$ cat src/rtl/addsub_pkg.sv
// addsub_pkg: op encoding and decode helpers shared by the add/sub pipeline.
package addsub_pkg;

  localparam logic [1:0] OP_ADD     = 2'b00;
  localparam logic [1:0] OP_SUB     = 2'b01;
  localparam logic [1:0] OP_ACC_ADD = 2'b10;
  localparam logic [1:0] OP_ACC_SUB = 2'b11;

  // Low op bit selects subtraction (invert b, carry in 1).
  function automatic logic is_sub(input logic [1:0] op);
    return op[0];
  endfunction

  // High op bit selects the accumulator as the first operand.
  function automatic logic is_acc(input logic [1:0] op);
    return op[1];
  endfunction

endpackage

$ cat src/rtl/addsub_core.sv
// addsub_core: combinational WIDTH-bit add/subtract with carry and signed
// overflow. With ADDSUB_SATURATE_EN defined, res is clamped to the signed
// limit on overflow; otherwise res is the wrapped sum.
module addsub_core #(
  parameter int WIDTH = 8
) (
  input  logic [WIDTH-1:0] x,
  input  logic [WIDTH-1:0] b,
  input  logic             sub,
  output logic [WIDTH-1:0] res,
  output logic             c_out,
  output logic             ovf
);

  logic [WIDTH-1:0] y;
  logic [WIDTH:0]   sum;

  // Two's-complement subtract as x + ~b + 1; overflow when like-signed
  // operands give a result of the other sign.
  always_comb begin
    y     = sub ? ~b : b;
    sum   = {1'b0, x} + {1'b0, y} + {{WIDTH{1'b0}}, sub};
    c_out = sum[WIDTH];
    ovf   = (x[WIDTH-1] == y[WIDTH-1]) && (sum[WIDTH-1] != x[WIDTH-1]);
`ifdef ADDSUB_SATURATE_EN
    if (ovf)
      res = x[WIDTH-1] ? {1'b1, {(WIDTH-1){1'b0}}} : {1'b0, {(WIDTH-1){1'b1}}};
    else
      res = sum[WIDTH-1:0];
`else
    res   = sum[WIDTH-1:0];
`endif
  end

endmodule

$ cat src/rtl/addsub_acc_pipe.sv
// addsub_acc_pipe: one-stage registered add/sub/accumulate with valid/ready
// on both sides. Optional clamp on overflow via ADDSUB_SATURATE_EN (handled
// inside addsub_core; the accumulator stores whatever value is registered).
module addsub_acc_pipe
  import addsub_pkg::*;
#(
  parameter int WIDTH = 8
) (
  input  logic             clk,
  input  logic             rst,
  input  logic             in_valid,
  output logic             in_ready,
  input  logic [1:0]       op,
  input  logic [WIDTH-1:0] a,
  input  logic [WIDTH-1:0] b,
  input  logic             acc_clr,
  output logic             out_valid,
  input  logic             out_ready,
  output logic [WIDTH-1:0] result,
  output logic             c_out,
  output logic             ovf,
  output logic [WIDTH-1:0] acc
);

  logic             out_valid_q, out_valid_d;
  logic [WIDTH-1:0] result_q, result_d;
  logic             c_out_q, c_out_d;
  logic             ovf_q, ovf_d;
  logic [WIDTH-1:0] acc_q, acc_d;

  logic             accept;
  logic [WIDTH-1:0] acc_eff, x;
  logic [WIDTH-1:0] core_res;
  logic             core_c, core_ovf;

  // Single output register, no skid: accept only when it is empty or draining.
  assign in_ready = !out_valid_q || out_ready;
  assign accept   = in_valid && in_ready;

  // A clear in the same cycle makes ACC ops start from zero.
  assign acc_eff = acc_clr ? '0 : acc_q;
  assign x       = is_acc(op) ? acc_eff : a;

  addsub_core #(.WIDTH(WIDTH)) u_core (
    .x     (x),
    .b     (b),
    .sub   (is_sub(op)),
    .res   (core_res),
    .c_out (core_c),
    .ovf   (core_ovf)
  );

  // Next-state: load on accept, drop valid when drained, acc follows ACC ops
  // or a standalone clear.
  always_comb begin
    out_valid_d = out_valid_q;
    result_d    = result_q;
    c_out_d     = c_out_q;
    ovf_d       = ovf_q;
    acc_d       = acc_q;
    if (accept) begin
      out_valid_d = 1'b1;
      result_d    = core_res;
      c_out_d     = core_c;
      ovf_d       = core_ovf;
    end else if (out_ready) begin
      out_valid_d = 1'b0;
    end
    if (accept && is_acc(op))
      acc_d = core_res;
    else if (acc_clr)
      acc_d = '0;
  end

  // State registers with synchronous reset overriding everything.
  always_ff @(posedge clk) begin
    if (rst) begin
      out_valid_q <= 1'b0;
      result_q    <= '0;
      c_out_q     <= 1'b0;
      ovf_q       <= 1'b0;
      acc_q       <= '0;
    end else begin
      out_valid_q <= out_valid_d;
      result_q    <= result_d;
      c_out_q     <= c_out_d;
      ovf_q       <= ovf_d;
      acc_q       <= acc_d;
    end
  end

  assign out_valid = out_valid_q;
  assign result    = result_q;
  assign c_out     = c_out_q;
  assign ovf       = ovf_q;
  assign acc       = acc_q;

endmodule

$ cat config.mk
export PLATFORM = sky130hd
export DESIGN_NAME = addsub_acc_pipe
export DESIGN_NICKNAME = d
export VERILOG_FILES = /design/src/rtl/addsub_pkg.sv /design/src/rtl/addsub_core.sv /design/src/rtl/addsub_acc_pipe.sv
export SDC_FILE = /design/constraint.sdc
export NUM_CORES = 1
export LEC_CHECK = 0
export CAP_MARGIN = 40
export CORE_MARGIN = 2
export CORE_UTILIZATION = 40
export CTS_CLUSTER_SIZE = 24
export DETAILED_ROUTE_END_ITERATION = 16
export GPL_TIMING_DRIVEN = 0
export PLACE_DENSITY = 0.73
export SKIP_CTS_REPAIR_TIMING = 1
export SLEW_MARGIN = 20
export SYNTH_ARGS = -nofsm -noshare
export SYNTH_HDL_FRONTEND = slang
export SYNTH_SLANG_ARGS = --single-unit
$ cat constraint.sdc
create_clock -name clk -period 3.15 [get_ports clk]
set_input_delay 0.63 -clock clk [delete_from_list [all_inputs] [get_ports clk]]
set_output_delay 0.63 -clock clk [all_outputs]
set_load 0.03 [all_outputs]
# [Word-level counts from Yosys, hierarchy flattened]
# Cells that the tools add are included.
[word_totals] reg_bits=19 input_bits=23 output_inout_bits=20 word_cells=22
[op_classes] n_addsub=2 n_eq_ne=2 muxes=6 bitwise_logic=1 reduce_logical=6
[op_table] operator="$mux W8" count=4
[op_table] operator="$add A8 B8 Y9" count=1
[op_table] operator="$add A9 B1 Y9" count=1
[op_table] operator="$not A8 Y8" count=1
[op_table] operator="$logic_and A1 B1 Y1" count=3
[op_table] operator="$mux W1" count=2
[op_table] operator="$reduce_bool A2 Y1" count=1
[op_table] operator="$eq A1 B1 Y1" count=1
[op_table] operator="$logic_not A1 Y1" count=1
[op_table] operator="$logic_or A1 B1 Y1" count=1
[op_table] operator="$ne A1 B1 Y1" count=1

# [Depth between registers and ports, before layout]
[depth] ltp_word=6 ltp_mapped=9 ltp_nobuf=9

# [Cells and area by module]
# From an unflattened synthesis, not the netlist that was laid out.
[unflattened] cells_unflattened=164 area_unflattened_um2=1450.1
[modules_own_cells] mod="addsub_acc_pipe" instances=1 cells_each=104 area_each_um2=979.7 seq_area_each_um2=380.4
[modules_own_cells] mod="addsub_core" instances=1 cells_each=60 area_each_um2=470.5 seq_area_each_um2=0.0

# [Worst setup path before layout]
# No wires, ideal clock.
[synth_path] path_kind="input port to flip-flop" from="input op[1]" to="register c_out_q, in the netlist c_out" setup_time_ns=0.125 arrival_ns=2.576 required_ns=3.025 path_slack_ns=0.449 cell_stages=8 path_buffers=1 cell_sequence="clkbuf_1 > mux2_2 > fa_1 > a211oi_1 > o21bai_1 > a21oi_1 > nor2b_1 > o41a_1"
[synth_between] elab_chain_len=3
[synth_rtl] element="start, declared" line="addsub_acc_pipe.sv:13" source="input logic [1:0] op,"
[synth_rtl] element="$mux W8" line="addsub_acc_pipe.sv:42" source="assign x = is_acc(op) ? acc_eff : a;"
[synth_rtl] element="$add A8 B8 Y9" line="addsub_core.sv:22" source="sum = {1'b0, x} + {1'b0, y} + {{WIDTH{1'b0}}, sub};"
[synth_rtl] element="$add A9 B1 Y9" line="addsub_core.sv:22"
[synth_rtl] element="end signal, assigned" line="addsub_acc_pipe.sv:86" source="c_out_q <= c_out_d;"
[synth_rtl] element="end, declared" line="addsub_acc_pipe.sv:27" source="logic c_out_q, c_out_d;"
# No other way between the ends.
# A chain may end at the register's enable or synchronous reset.

# [Worst setup path in the final report]
[layout_path] from="input acc_clr" to="register result_q[6], in the netlist result[6]"
[layout_between] elab_chain_len=4
[layout_rtl] element="start, declared" line="addsub_acc_pipe.sv:16" source="input logic acc_clr,"
[layout_rtl] element="$mux W8"
[layout_rtl] element="$mux W8" line="addsub_acc_pipe.sv:42"
[layout_rtl] element="$add A8 B8 Y9" line="addsub_core.sv:22"
[layout_rtl] element="$add A9 B1 Y9" line="addsub_core.sv:22"
[layout_rtl] element="end signal, assigned" line="addsub_acc_pipe.sv:85" source="result_q <= result_d;"
[layout_rtl] element="end, declared" line="addsub_acc_pipe.sv:26" source="logic [WIDTH-1:0] result_q, result_d;"
# No other way between the ends.

==> impl_metrics.env <==
export IMPL_status="finished, final reports clean"
export IMPL_initial_core_util_pct=41.1
export IMPL_synth_cell_area_um2=1350
export IMPL_total_power_uw=707
export IMPL_dr_pass1_iters=4
export IMPL_grt_use_met2_pct=31.7
export IMPL_postSynthAreaPerCell_um2=8.48
export IMPL_cts_sinks=19
export IMPL_hold_violations=0
export IMPL_dpl_hpwl_um=2530
export IMPL_wirelength_um=3280
export IMPL_regToRegSetupSlack_ns=0.84
export IMPL_viasPerCell=5.15
export IMPL_chipWidth_um=62.1
export IMPL_ir_worst_vdd_mv=0.185
export IMPL_root_buffer="clkbuf_4"
export IMPL_nets=235
export IMPL_critPathMaxFanout=10
export IMPL_setup_viol=0
export IMPL_grt_pass1_wl_um=5110
export IMPL_comb_power_share_pct=42.6
export IMPL_crit_arrival_ns=3.20
export IMPL_place_ws_ns=-0.499
export IMPL_grt_pass1_vias=1178
export IMPL_clkSlewWorstSetupHoldPaths_ns=0.11
export IMPL_switchingPower_uw=260
export IMPL_min_period_over_period_pct=95.8
export IMPL_seq_power_share_pct=38.6
export IMPL_routabilityCongestion=0.845
export IMPL_clk_latency_ns=0.31
export IMPL_yosysTopAreaCell="dfxtp_1"
export IMPL_cts_tree="done"
export IMPL_netlist_top_cells_area="dfxtp_1 (28%), nand3b_1 (8.3%), a21oi_1 (7.1%)"
export IMPL_hold_class="reg -> reg"
export IMPL_crit_path_start_kind="input pin"
export IMPL_slew_viol_final=0
export IMPL_nFillCells=314
export IMPL_grt_start_max_net_pins=12
export IMPL_worst_pin_slew_ns=0.396
export IMPL_rsz0062_at_grt="no"
export IMPL_die_h_um=62.1
export IMPL_max_freq_mhz=332
export IMPL_met3_usage_pct=2.48
export IMPL_synth_flop_cell="dfxtp_1"
export IMPL_swShare_pct=36.7
export IMPL_grtUsageMet1_pct=23.1
export IMPL_cellLeakagePower_uw=0.000725
export IMPL_htreeDepth=1
export IMPL_relSlewSlack_pct=73.6
export IMPL_critPathRequiredTime_ns=3.33
export IMPL_busiest_layer="met2"
export IMPL_synth_fp_nets=190
export IMPL_clockPowerShare_pct=18.9
export IMPL_antenna_left=0
export IMPL_synth_distinct_cells=41
export IMPL_period_minus_slack_ns=3.02
export IMPL_io_pins=43
export IMPL_first_iter_violations=60
export IMPL_num_rows=21
export IMPL_setup_slack_ns=0.134
export IMPL_ys_seq_elements=19
export IMPL_netlist_instances=159
export IMPL_powerDensity_nw_per_um2=384
export IMPL_fin_hold_ws_ns=0.462
export IMPL_fin_setup_tns_ns=0
export IMPL_syn2layout_area_growth_pct=36.7
export IMPL_grt_overflow=0
export IMPL_synth_edf_count=0
export IMPL_yosysMostFrequentCell="nand2_1"
export IMPL_maxCapViolations=0
export IMPL_seq_area_frac_synth_pct=28.2
export IMPL_vias=1283
export IMPL_clock_path_buffers=2
export IMPL_grt_use_total_pct=17.9
export IMPL_synthArstFlopShare_pct=0
export IMPL_port_buffers=40
export IMPL_cts_inserted_buffers=3
export IMPL_dieArea_um2=3850
export IMPL_wl_per_cell_um=13.2
export IMPL_synthTopCellsByCount="nand2_1 (21), a21oi_1 (19), dfxtp_1 (19)"
export IMPL_drc_errors=0
export IMPL_r2r_start="acc[1]"
export IMPL_num_antenna_cells=0
export IMPL_antenna_found_initial=0
export IMPL_min_delay_start="result[7]"
export IMPL_setup_worst_path_start="acc_clr"
export IMPL_p_int_uw=448
export IMPL_criticalPathCategory="in -> reg"
export IMPL_synth_top_area_share_pct=28.2
export IMPL_yosysWarnings=0
export IMPL_crit_path_end_kind="flop"
export IMPL_drive_gt1_share_pct=11.3
export IMPL_fp_coreArea_um2=3280
export IMPL_skew_ns=0.0179
routing by layer:
layer	vias to the layer above	wire length (µm)
met1	594	1550
met3	6	117
met5	-	0
met4	0	28
met2	27	1580
li1	656	-
critical path, cell delays in order:
cell	delay (ns)
clkdlybuf4s50_1	0.55
clkbuf_4	0.23
nor2b_1	0.06
mux2_2	0.29
fa_1	0.46
a211oi_1	0.28
o21bai_1	0.11
a21oi_1	0.22
xor2_1	0.26
o31ai_1	0.10
power by group through the flow:
stage                     clock network (µW)  registers [µW]  logic, µW
after CTS                                134             273        303
after global routing                     140             275        329
final                                    133             273        301
after detailed placement                   0             278        301
after global placement                     0             278        298
after floorplan                            0             320        155
metrics by stage:
| step | area, µm² | std cells | util (%) |
|---|---|---|---|
| 4_1_cts | 1830 | 249 | 55.8 |
| 3_3_place_gp | 1810 | 245 | 55.0 |
| 6_report | 1840 | 249 | 56.2 |
| 3_5_place_dp | 1810 | 245 | 55.0 |
| 5_1_grt | 1840 | 249 | 56.2 |
| 2_1_floorplan | 1350 | 159 | - |
layout make-up:
cell class	count	area (µm²)	area share, %
sequential	19	380	20.6
clock inverter	1	5.00	0.271
multi-input combinational	125	880	47.7
inverter	6	22.5	1.22
tap	46	57.6	3.12
timing repair buffer	40	403	21.8
buffer	9	73.8	4.00
clock buffer	3	22.5	1.22
cells by family (layout without fill, tap and decap cells):
group                      after synthesis  in the layout  share of synthesized area (%)
and+or+nand+nor                         60             60                           26.2
DFF                                     19             19                           28.2
buffers and inverters                   15             59                           6.59
xor gates and xnor gates                12             12                           7.79
adders and majority gates                8              8                           7.98
muxes                                    3              3                           2.50
AOI/OAI and AO/OA                       42             42                           20.8
path summary, 6_finish.rpt:
path                             endpoint  depth (start not counted)
worst max register to register  result[6]                          8
worst max-delay path            result[6]                         10
worst min-delay path            result[7]                          2
worst min register to register  result[7]                          2
layout by cell type (no fill, tap or decap), types with 2 or more instances in the layout:
cell type,n
nor2b_1,4
nand2_1,21
nor2_1,5
a21oi_1,19
nor3_1,4
clkbuf_1,2
ha_1,7
clkbuf_8,2
clkbuf_4,5
mux2_2,3
dfxtp_1,19
nand2b_1,2
o31ai_1,3
clkdlybuf4s50_1,39
inv_1,6
xnor2_1,3
xor2_1,9
nand3b_1,15
o21ai_0,9
registers in the layout, summed over array words and instances (netlist names):
name,count
out_valid,1
acc,8
c_out,1
result,8
ovf,1
No activity file was read; power rests on OpenSTA's default activity.
